## src/rtl/shift_pkg.sv

```systemverilog
// Shared encodings for the sequential shifter: operation codes and FSM states.
package shift_pkg;

    typedef enum logic [2:0] {
        OP_LSL = 3'd0,
        OP_LSR = 3'd1,
        OP_ASL = 3'd2,
        OP_ASR = 3'd3,
        OP_ROL = 3'd4,
        OP_ROR = 3'd5
    } op_e;

    typedef enum logic [1:0] {
        ST_IDLE  = 2'd0,
        ST_SHIFT = 2'd1,
        ST_DONE  = 2'd2
    } state_e;

    // Codes 6 and 7 have bit pattern 11x and perform no steps.
    function automatic logic op_reserved(input logic [2:0] op);
        return op[2] & op[1];
    endfunction

endpackage

```

## src/rtl/shift_step.sv

```systemverilog
// Combinational single-position shift/rotate of one word by the given op.
import shift_pkg::*;

module shift_step #(
    parameter int WIDTH = 4
) (
    input  logic [2:0]       op,
    input  logic [WIDTH-1:0] din,
    output logic [WIDTH-1:0] dout
);

    always_comb begin
        dout = din;
        case (op)
            OP_LSL, OP_ASL: dout = {din[WIDTH-2:0], 1'b0};
            OP_LSR:         dout = {1'b0, din[WIDTH-1:1]};
            OP_ASR:         dout = {din[WIDTH-1], din[WIDTH-1:1]};
            OP_ROL:         dout = {din[WIDTH-2:0], din[WIDTH-1]};
            OP_ROR:         dout = {din[0], din[WIDTH-1:1]};
            default:        dout = din;
        endcase
    end

endmodule

```

## src/rtl/seq_shifter.sv

```systemverilog
// Multi-cycle shifter: one single-position step per clock, result published on entry to DONE.
import shift_pkg::*;

module seq_shifter #(
    parameter int WIDTH = 4,
    parameter int AMT_W = 2
) (
    input  logic             clk,
    input  logic             rst,
    input  logic             start,
    input  logic [2:0]       op,
    input  logic [AMT_W-1:0] amt,
    input  logic [WIDTH-1:0] data_in,
    output logic             busy,
    output logic             done,
    output logic [WIDTH-1:0] data_out
);

    state_e           state_q, state_d;
    logic [WIDTH-1:0] work_q, work_d;
    logic [2:0]       op_q, op_d;
    logic [AMT_W-1:0] cnt_q, cnt_d;
    logic [WIDTH-1:0] data_out_q, data_out_d;
    logic             busy_q, busy_d;
    logic             done_q, done_d;
    logic [WIDTH-1:0] step_out;

    shift_step #(.WIDTH(WIDTH)) u_step (
        .op   (op_q),
        .din  (work_q),
        .dout (step_out)
    );

    always_comb begin
        state_d    = state_q;
        work_d     = work_q;
        op_d       = op_q;
        cnt_d      = cnt_q;
        data_out_d = data_out_q;
        case (state_q)
            ST_SHIFT: begin
                work_d = step_out;
                cnt_d  = cnt_q - AMT_W'(1);
                if (cnt_q == AMT_W'(1)) begin
                    state_d    = ST_DONE;
                    data_out_d = step_out;
                end
            end
            default: begin
                if (start) begin
                    work_d = data_in;
                    op_d   = op;
                    cnt_d  = amt;
                    // Zero-step requests complete immediately with the operand untouched.
                    if (amt != '0 && !op_reserved(op)) begin
                        state_d = ST_SHIFT;
                    end else begin
                        state_d    = ST_DONE;
                        data_out_d = data_in;
                    end
                end else begin
                    state_d = ST_IDLE;
                end
            end
        endcase
        busy_d = (state_d == ST_SHIFT);
        done_d = (state_d == ST_DONE);
    end

    always_ff @(posedge clk) begin
        if (rst) begin
            state_q    <= ST_IDLE;
            work_q     <= '0;
            op_q       <= '0;
            cnt_q      <= '0;
            data_out_q <= '0;
            busy_q     <= 1'b0;
            done_q     <= 1'b0;
        end else begin
            state_q    <= state_d;
            work_q     <= work_d;
            op_q       <= op_d;
            cnt_q      <= cnt_d;
            data_out_q <= data_out_d;
            busy_q     <= busy_d;
            done_q     <= done_d;
        end
    end

    assign busy     = busy_q;
    assign done     = done_q;
    assign data_out = data_out_q;

endmodule

```

## config.mk

```make
export PLATFORM = sky130hd
export DESIGN_NAME = seq_shifter
export DESIGN_NICKNAME = d
export VERILOG_FILES = /design/src/rtl/shift_pkg.sv /design/src/rtl/shift_step.sv /design/src/rtl/seq_shifter.sv
export SDC_FILE = /design/constraint.sdc
export NUM_CORES = 1
export LEC_CHECK = 0
export BUFFER_PORTS_ARGS = -buffer_cell sky130_fd_sc_hd__buf_4
export CAP_MARGIN = 20
export CELL_PAD_IN_SITES_DETAIL_PLACEMENT = 1
export CELL_PAD_IN_SITES_GLOBAL_PLACEMENT = 2
export CORE_UTILIZATION = 30
export CTS_BUF_LIST = sky130_fd_sc_hd__clkbuf_8
export CTS_CLUSTER_SIZE = 8
export DETAILED_ROUTE_END_ITERATION = 10
export PLACE_DENSITY_LB_ADDON = 0.1
export SYNTH_ARGS = -nofsm -noshare
export SYNTH_HDL_FRONTEND = slang
export SYNTH_HIERARCHICAL = 1
export SYNTH_SLANG_ARGS = --single-unit
```

## constraint.sdc

```tcl
create_clock -name clk -period 1.2 [get_ports clk]
set_input_delay 0.24 -clock clk [delete_from_list [all_inputs] [get_ports clk]]
set_output_delay 0.24 -clock clk [all_outputs]
set_load 0.01 [all_outputs]
```

---- Word-level counts from Yosys, hierarchy flattened ----
Index checks and enable logic that the tools add are counted.
storage, ports and cells
  flip-flop bits (word level) ............. 17
  input port bits ......................... 12
  output and inout port bits .............. 6
operators by class
  add/subtract/negate cells ............... 1
  equality and inequality tests ........... 11
  mux-type cells .......................... 13
  bitwise operators ....................... 2
  reduce and logical (&&, ||, !) cells .... 8
operators with widths
  kind                                                                   number
  4-bit 2-to-1 mux                                                       6
  4-bit case mux with 5 select lines                                     1
  2-bit 2-to-1 mux                                                       6
  2-bit by 1-bit equality test with 1-bit output, second input constant  3
  3-bit by 2-bit equality test with 1-bit output, second input constant  2
  3-bit equality test, second input constant                             2
  2-bit nonzero test                                                     2
  3-bit by 1-bit equality test with 1-bit output, second input constant  1
  3-bit logical NOT                                                      1
  3-bit AND reduction                                                    1
  2-bit equality test, second input constant                             1
  2-bit by 1-bit != test with 1-bit output, second input constant        1
  2-bit != test, second input constant                                   1
  2-bit AND reduction                                                    1
  2-bit OR reduction                                                     1
  2-bit by 1-bit subtractor with 2-bit output, second input constant     1
  1-bit bitwise AND                                                      1
  1-bit logical AND                                                      1
  1-bit logical NOT                                                      1
  1-bit NOT                                                              1

---- Longest topological paths before layout ----
Gate-level depths: netlist of run 1.
  word-level depth ........................ 7
  mapped depth ............................ 6
  gate-level depth less buffers ........... 5

---- Modules after synthesis ----
Netlist of run 1, hierarchy kept.
modules (own cells, without submodules)
  module       times used  cells an instance  area an instance (um2)
  seq_shifter  1           74                 738.2
  shift_step   1           16                 106.4

---- Least setup slack after synthesis of run 1 ----
OpenSTA, ideal clock, no wires.
  path type ............................... reg2reg
  start point ............................. register cnt_q[1]
  end point ............................... register data_out_q[1] (netlist: data_out[1])
  library setup time ...................... 0.086 ns
  arrival ................................. 1.109 ns
  required time ........................... 1.114 ns
  setup slack ............................. 0.006 ns
  cell stages (with the launch flop) ...... 6
  buffers on the path ..................... 0
  clock period less this slack ............ 1.194 ns
  path through ............................ dfxtp_1 -> inv_1 -> ha_1 -> and3b_1 -> a31o_1 -> a211oi_1
on the way
  word-level cells in the longest chain between the ends .. 3
RTL lines
  item                                            RTL line           RTL
  start: declaration                              seq_shifter.sv:22  logic [AMT_W-1:0] cnt_q, cnt_d;
  start signal: assignment                        seq_shifter.sv:83  cnt_q <= cnt_d;
  2-bit by 1-bit equality test with 1-bit output  seq_shifter.sv:44  if (cnt_q == AMT_W'(1)) begin
  2-bit != test (no line)                         -
  3-bit AND reduction (no line)                   -
  end signal: assignment                          seq_shifter.sv:84  data_out_q <= data_out_d;
  end: declaration                                seq_shifter.sv:23  logic [WIDTH-1:0] data_out_q, data_out_d;
No other way between the ends.
A chain may end at the register's enable or synchronous reset.

---- Worst setup path after layout of run 1 ----
  start point ............................. register cnt_q[1]
  end point ............................... register data_out_q[0] (netlist: data_out[0])
The elaborated chain is that of the path after synthesis.

==> impl_metrics.ini, run 1 <==
[status]
run_status = finished, violations left
violations = setup timing

[global_route]
grt_util_met3_pct = 3.28
first_global_vias = 822
gr-usage-met2_pct = 30.1
grt_max_degree = 18
antenna_found_initial = 0
grt_use_total_pct = 17.7
grt_pass1_wl_mm = 3.71
busiest_layer = met2
grt-ovfl-total = 0
use_met1_pct = 22.1

[synth]
yosys.area.top_type = dfxtp_1
synth-seq-area-share_pct = 40.3
ys_top_cells_by_count = dfxtp_1 (17), a211oi_1 (11), a21oi_1 (7), mux2i_1 (7), nand3_1 (5)
syn_avg_cell_area_um2 = 9.38
synth_seq_cells = 17
synthXorXnorAreaFrac_pct = 0
synth_cells = 90
ys_async_sr_fraction_pct = 0
synth_nets = 103
synth_ff_type = dfxtp_1
yosysMostFrequentCell = dfxtp_1
synth_top_family_by_area = compound AO/OA/AOI/OAI gates
yosys_warnings = 6
synth_compound_area_share_pct = 24.1
synth_mux_area_share_pct = 8.30
netlist_area_um2 = 845
synth_adder_area_share_pct = 1.48
yosysUniqueCellTypes = 30
synth_top_area_share_pct = 40.3
synthSimpleGateAreaFrac_pct = 17.5
synth_edf_count = 0
synth_area_leaders = dfxtp_1 (40%), a211oi_1 (9.8%), mux2i_1 (8.3%)

[clock_tree]
cts_max_level = 1
cts_tree = yes
clkSinkCount = 17
clockRootBuffer = clkbuf_8
insertion_delay_ns = 0.25
cts_inserted_buffers = 3
worst_setup_hold_path_clk_slew_ns = 0.07
cts_buffer_depth = 2

[floorplanning]
die_area_um2 = 3030
num_io_pins = 18
start_util_pct = 32.9
dieHeight_um = 55.1
core_um2 = 2570
dieWidth_um = 55.1
num_rows = 18

[sta]
tightest_slew_ns = 0.680
final_hold_viol_count = 0
relSlewSlack_pct = 54.6
finalSetupViolations = 12
max_freq_mhz = 782
setup_ws_ns = -0.0782
finalClockSkew_ns = 0.00502
rsz0062_at_grt = yes
period_share_pct = 107
fin_crit_ns = 1.28
report.final.slew_viol_count = 0

[pwr]
comb_power_share_pct = 25.7
peakVddDrop_uv = 694
pwr-share-clk_pct = 29.8
p_per_area_nw_per_um2 = 1230
p_seq_share_pct = 44.5
p_sw_share_pct = 29.2
leakagePower_uw = 0.000466
cell_internal_pwr_uw = 1060
totalPowerFinal_uw = 1500
switching_power_uw = 438

[routing]
drcViolationCount = 0
drt_first_iter_violations = 4
drt_wl_total_mm = 2.23
wire_per_inst_um = 15.4
ant_nets = 0
dr_total_vias = 785
vias_per_cell = 5.41
firstDrtPassIters = 2

[finish]
instances_no_fill = 145
nets = 129
final_core_util_pct = 47.4
drive_above_1_share_pct = 52.2
antenna_cells = 0
final_design_area_no_fill_um2 = 1220
area_growth_pct = 44.1

[placed_design]
dp_cells = 139
post-place-ws_ns = -0.127
dp_hpwl_mm = 1.55
place_area_um2 = 1020
globalplace.congestion = 0.727
port_buffers = 17

[critical_path]
endpoint = data_out[0]
crit_type = reg2reg
r2r-end = data_out[0]
worstReg2RegStart = cnt_q[1]
crit_required_ns = 1.38
cp-startpoint = cnt_q[1]
r2r_slack_ns = -0.08
start_kind = register
arrival_ns = 1.45
reg2reg_depth = 5
endpoint_kind = register
crit_fanout = 6

[flow_run]
cap_violations = 0

[min_path]
hp-start = op[0]
hold_class = in2reg
==> layer usage <==
metal	wire (µm)	vias up
met5	0	-
met4	16	0
met3	55	2
met2	1110	12
met1	1050	382
li1	-	389
==> worst min-delay path by stage <==
stage | end | slack [ns] | cells past startpoint
2_1_floorplan | op_q[0] | 0.39 | 2
3_3_place_gp | op_q[0] | 0.52 | 3
3_5_place_dp | op_q[0] | 0.52 | 3
4_1_cts | op_q[0] | 0.25 | 3
5_1_grt | op_q[0] | 0.26 | 3
6_report | op_q[0] | 0.24 | 3
==> critical path: stages, from the launching register on <==
cell and delay (ns):
dfxtp_2 0.34, inv_2 0.04, ha_4 0.14, and3b_2 0.24, a31o_4 0.25, a211oi_2 0.18
==> sequential cells by signal (all words and copies together) (netlist names) <==
name / cells
data_out: 4
work_q: 4
op_q: 3
cnt_q: 2
state_q: 2
busy: 1
done: 1
==> metrics by stage <==
step | hold slack (ns) | setup TNS, ns
floorplan | 0.388 | 0
global placement | 0.525 | -0.615
detailed placement | 0.520 | -0.938
CTS | 0.246 | -0.473
global route | 0.262 | -1.47
finish | 0.241 | -0.492
==> timing repair <==
| item | 4_1_cts | 5_1_grt |
|---|---|---|
| pin swaps | 5 | 1 |
| hold buffers | 0 | 0 |
| endpoints found under the setup margin | 16 | 17 |
| gates cloned | 0 | 0 |
| resized for setup | 26 | 5 |
| setup buffers | 1 | 1 |
==> cell families after synthesis <==
logic type / after synthesis
multiplexers: 7
AO/OA/AOI/OAI: 30
adder cells (fa/ha/maj): 1
AND/OR/NAND/NOR: 25
flip-flops: 17
buffers and inverters: 10
==> placed cells by master, fill, tap and decap left out, drive strengths merged <==
cell type / instances
o2bb2ai: 1
ha: 1
o211ai: 1
nand2b: 2
a211oi: 11
mux2i: 7
nor4bb: 1
nand4b: 1
nor2: 3
clkbuf: 3
nand3: 5
nand3b: 1
inv: 2
or3: 1
nor3: 4
a311oi: 4
clkinvlp: 1
and3b: 1
a31oi: 1
o21ai: 4
a21oi: 7
buf: 29
dfxtp: 17
a31o: 1
nor2b: 3
nand2: 3
==> cell type report <==
class	instances	area (µm²)
fillers	300	1350
multi-input cells	63	554
flip-flops and latches	17	348
repair buffers	29	221
clock buffers	3	41.3
well taps	30	37.5
clock inverters	1	7.51
inverters	2	7.51
==> power by group through the flow <==
stage               Sequential (µW)  Combinational [µW]  Clock, µW
detailed placement              670                 299          0
CTS                             665                 367        456
floorplan                       667                 184          0
global route                    674                 426        494
finish                          668                 385        446
global placement                670                 295          0
Note: power is estimated with default switching activity, not from simulation.
==> inputs of run 2 (changes only) <==
--- a/config.mk
+++ b/config.mk
@@ -9,8 +9,8 @@
 export CAP_MARGIN = 20
 export CELL_PAD_IN_SITES_DETAIL_PLACEMENT = 1
 export CELL_PAD_IN_SITES_GLOBAL_PLACEMENT = 2
-export CORE_UTILIZATION = 30
-export CTS_BUF_LIST = sky130_fd_sc_hd__clkbuf_8
+export CORE_UTILIZATION = 28
+export CTS_BUF_LIST = sky130_fd_sc_hd__clkbuf_16
 export CTS_CLUSTER_SIZE = 8
 export DETAILED_ROUTE_END_ITERATION = 10
 export PLACE_DENSITY_LB_ADDON = 0.1
==> impl_metrics.ini, run 2 (synthesis gave the netlist of run 1 again) <==
[status]
run_status = finished, violations left
violations = DRC, setup timing

[sta]
finalClockSkew_ns = 0.00134
finalSetupViolations = 10
period_share_pct = 106
relSlewSlack_pct = 58.6
setup_ws_ns = -0.0752
holdWs_ns = 0.252
fin_crit_ns = 1.28
fin_setup_tns_ns = -0.449
final_hold_viol_count = 0
report.final.slew_viol_count = 0
tightest_slew_ns = 0.622
rsz0062_at_grt = yes
max_freq_mhz = 784

[pwr]
cell_internal_pwr_uw = 1270
comb_power_share_pct = 22.0
pwr-share-clk_pct = 38.8
p_seq_share_pct = 39.2
switching_power_uw = 442
leakagePower_uw = 0.000490
p_per_area_nw_per_um2 = 1370
p_sw_share_pct = 25.9
peakVddDrop_uv = 416

[placed_design]
port_buffers = 17
post-place-ws_ns = -0.123
dp_hpwl_mm = 1.59
globalplace.congestion = 0.736

[floorplanning]
num_rows = 19
start_util_pct = 30.1
num_io_pins = 18
dieHeight_um = 56.9
dieWidth_um = 56.9
die_area_um2 = 3240
core_um2 = 2810

[clock_tree]
clockRootBuffer = clkbuf_16
cts_inserted_buffers = 3
cts_max_level = 1
ctsHoldBuffers = 0
clkSinkCount = 17
worst_setup_hold_path_clk_slew_ns = 0.05
cts_buffer_depth = 2
insertion_delay_ns = 0.25
cts_tree = yes

[critical_path]
endpoint_kind = register
crit_required_ns = 1.36
start_kind = register
r2r_slack_ns = -0.08
crit_type = reg2reg
crit_fanout = 6
reg2reg_depth = 5
r2r-end = data_out[3]
arrival_ns = 1.44
worstReg2RegStart = cnt_q[1]

[global_route]
antenna_found_initial = 0
grt_use_total_pct = 15.4
grt_max_degree = 18
grt_pass1_wl_mm = 3.82
grt-ovfl-total = 0
first_global_vias = 790

[finish]
final_cell_mix = buf_4 (28), dfxtp_1 (10), a21oi_1 (7), a211oi_2 (6), dfxtp_2 (6)
nets = 130
antenna_cells = 0
final_common_cell = buf_4
area_growth_pct = 47.3
drive_above_1_share_pct = 51.7

[routing]
wire_per_inst_um = 15.0
drt_first_iter_violations = 6
drcViolationCount = 2
drt_wl_total_mm = 2.21
firstDrtPassIters = 6
vias_per_cell = 5.20
dr_total_vias = 764
ant_nets = 0

[min_path]
hp-start = op[0]
hold_class = in2reg
hold-path-endpoint = op_q[0]
holdPathStages = 3

[flow_run]
cap_violations = 0
run 2: final cells by class:
class	count	area, µm²
clock buffer	3	75.1
clock inverter	1	3.75
fill	324	1560
inverter	2	7.51
multi-input combinational	63	534
sequential	17	352
tap	31	38.8
timing repair buffer	30	233
run 2: power groups by stage:
stage / logic, µW / clock network, µW / registers (µW)
2_1_floorplan: 184 / 0 / 667
3_3_place_gp: 298 / 0 / 672
3_5_place_dp: 298 / 0 / 674
4_1_cts: 362 / 674 / 669
5_1_grt: 415 / 711 / 677
6_report: 376 / 663 / 669
run 2: layer usage:
| layer | up-vias | track usage (%) | share of wire, % |
|---|---|---|---|
| met4 | 0 | 4.18 | 1.1 |
| li1 | 392 | - | - |
| met2 | 16 | 24.0 | 46 |
| met5 | - | 0 | 0 |
| met3 | 4 | 4.15 | 4.1 |
| met1 | 352 | 21.0 | 48 |
run 2: worst max-delay path, stage by stage (launching register included):
cell and delay [ns]:
dfxtp_2 0.33, inv_2 0.04, ha_4 0.14, and3b_2 0.24, a31o_4 0.25, a211oi_2 0.19
run 2: timing repair:
item                       in CTS  in global routing
pin swaps                       3                  6
setup endpoints to repair      10                 15
gates resized for setup        24                  9
buffers inserted                2                  0
run 2: how the worst max path moves through the flow:
| stage | cells after the start | slack, ns | end | from |
|---|---|---|---|---|
| after global routing | 5 | -0.13 | data_out[3] | cnt_q[1] |
| after CTS | 4 | -0.04 | data_out[2] | state_q[1] |
| after detailed placement | 5 | -0.12 | data_out[1] | cnt_q[1] |
| final | 5 | -0.08 | data_out[3] | cnt_q[1] |
| after global placement | 5 | -0.08 | data_out[3] | cnt_q[1] |
| after floorplan | 5 | 0.006 | data_out[1] | cnt_q[1] |
run 2: per-stage QoR:
stage	utilization (%)	total power, µW	cell area, µm²	instances
3_5_place_dp	36.8	972	1030	141
6_report	44.3	1710	1240	147
2_1_floorplan	-	851	845	90
5_1_grt	44.3	1800	1240	147
4_1_cts	43.5	1700	1220	147
3_3_place_gp	36.8	970	1030	141
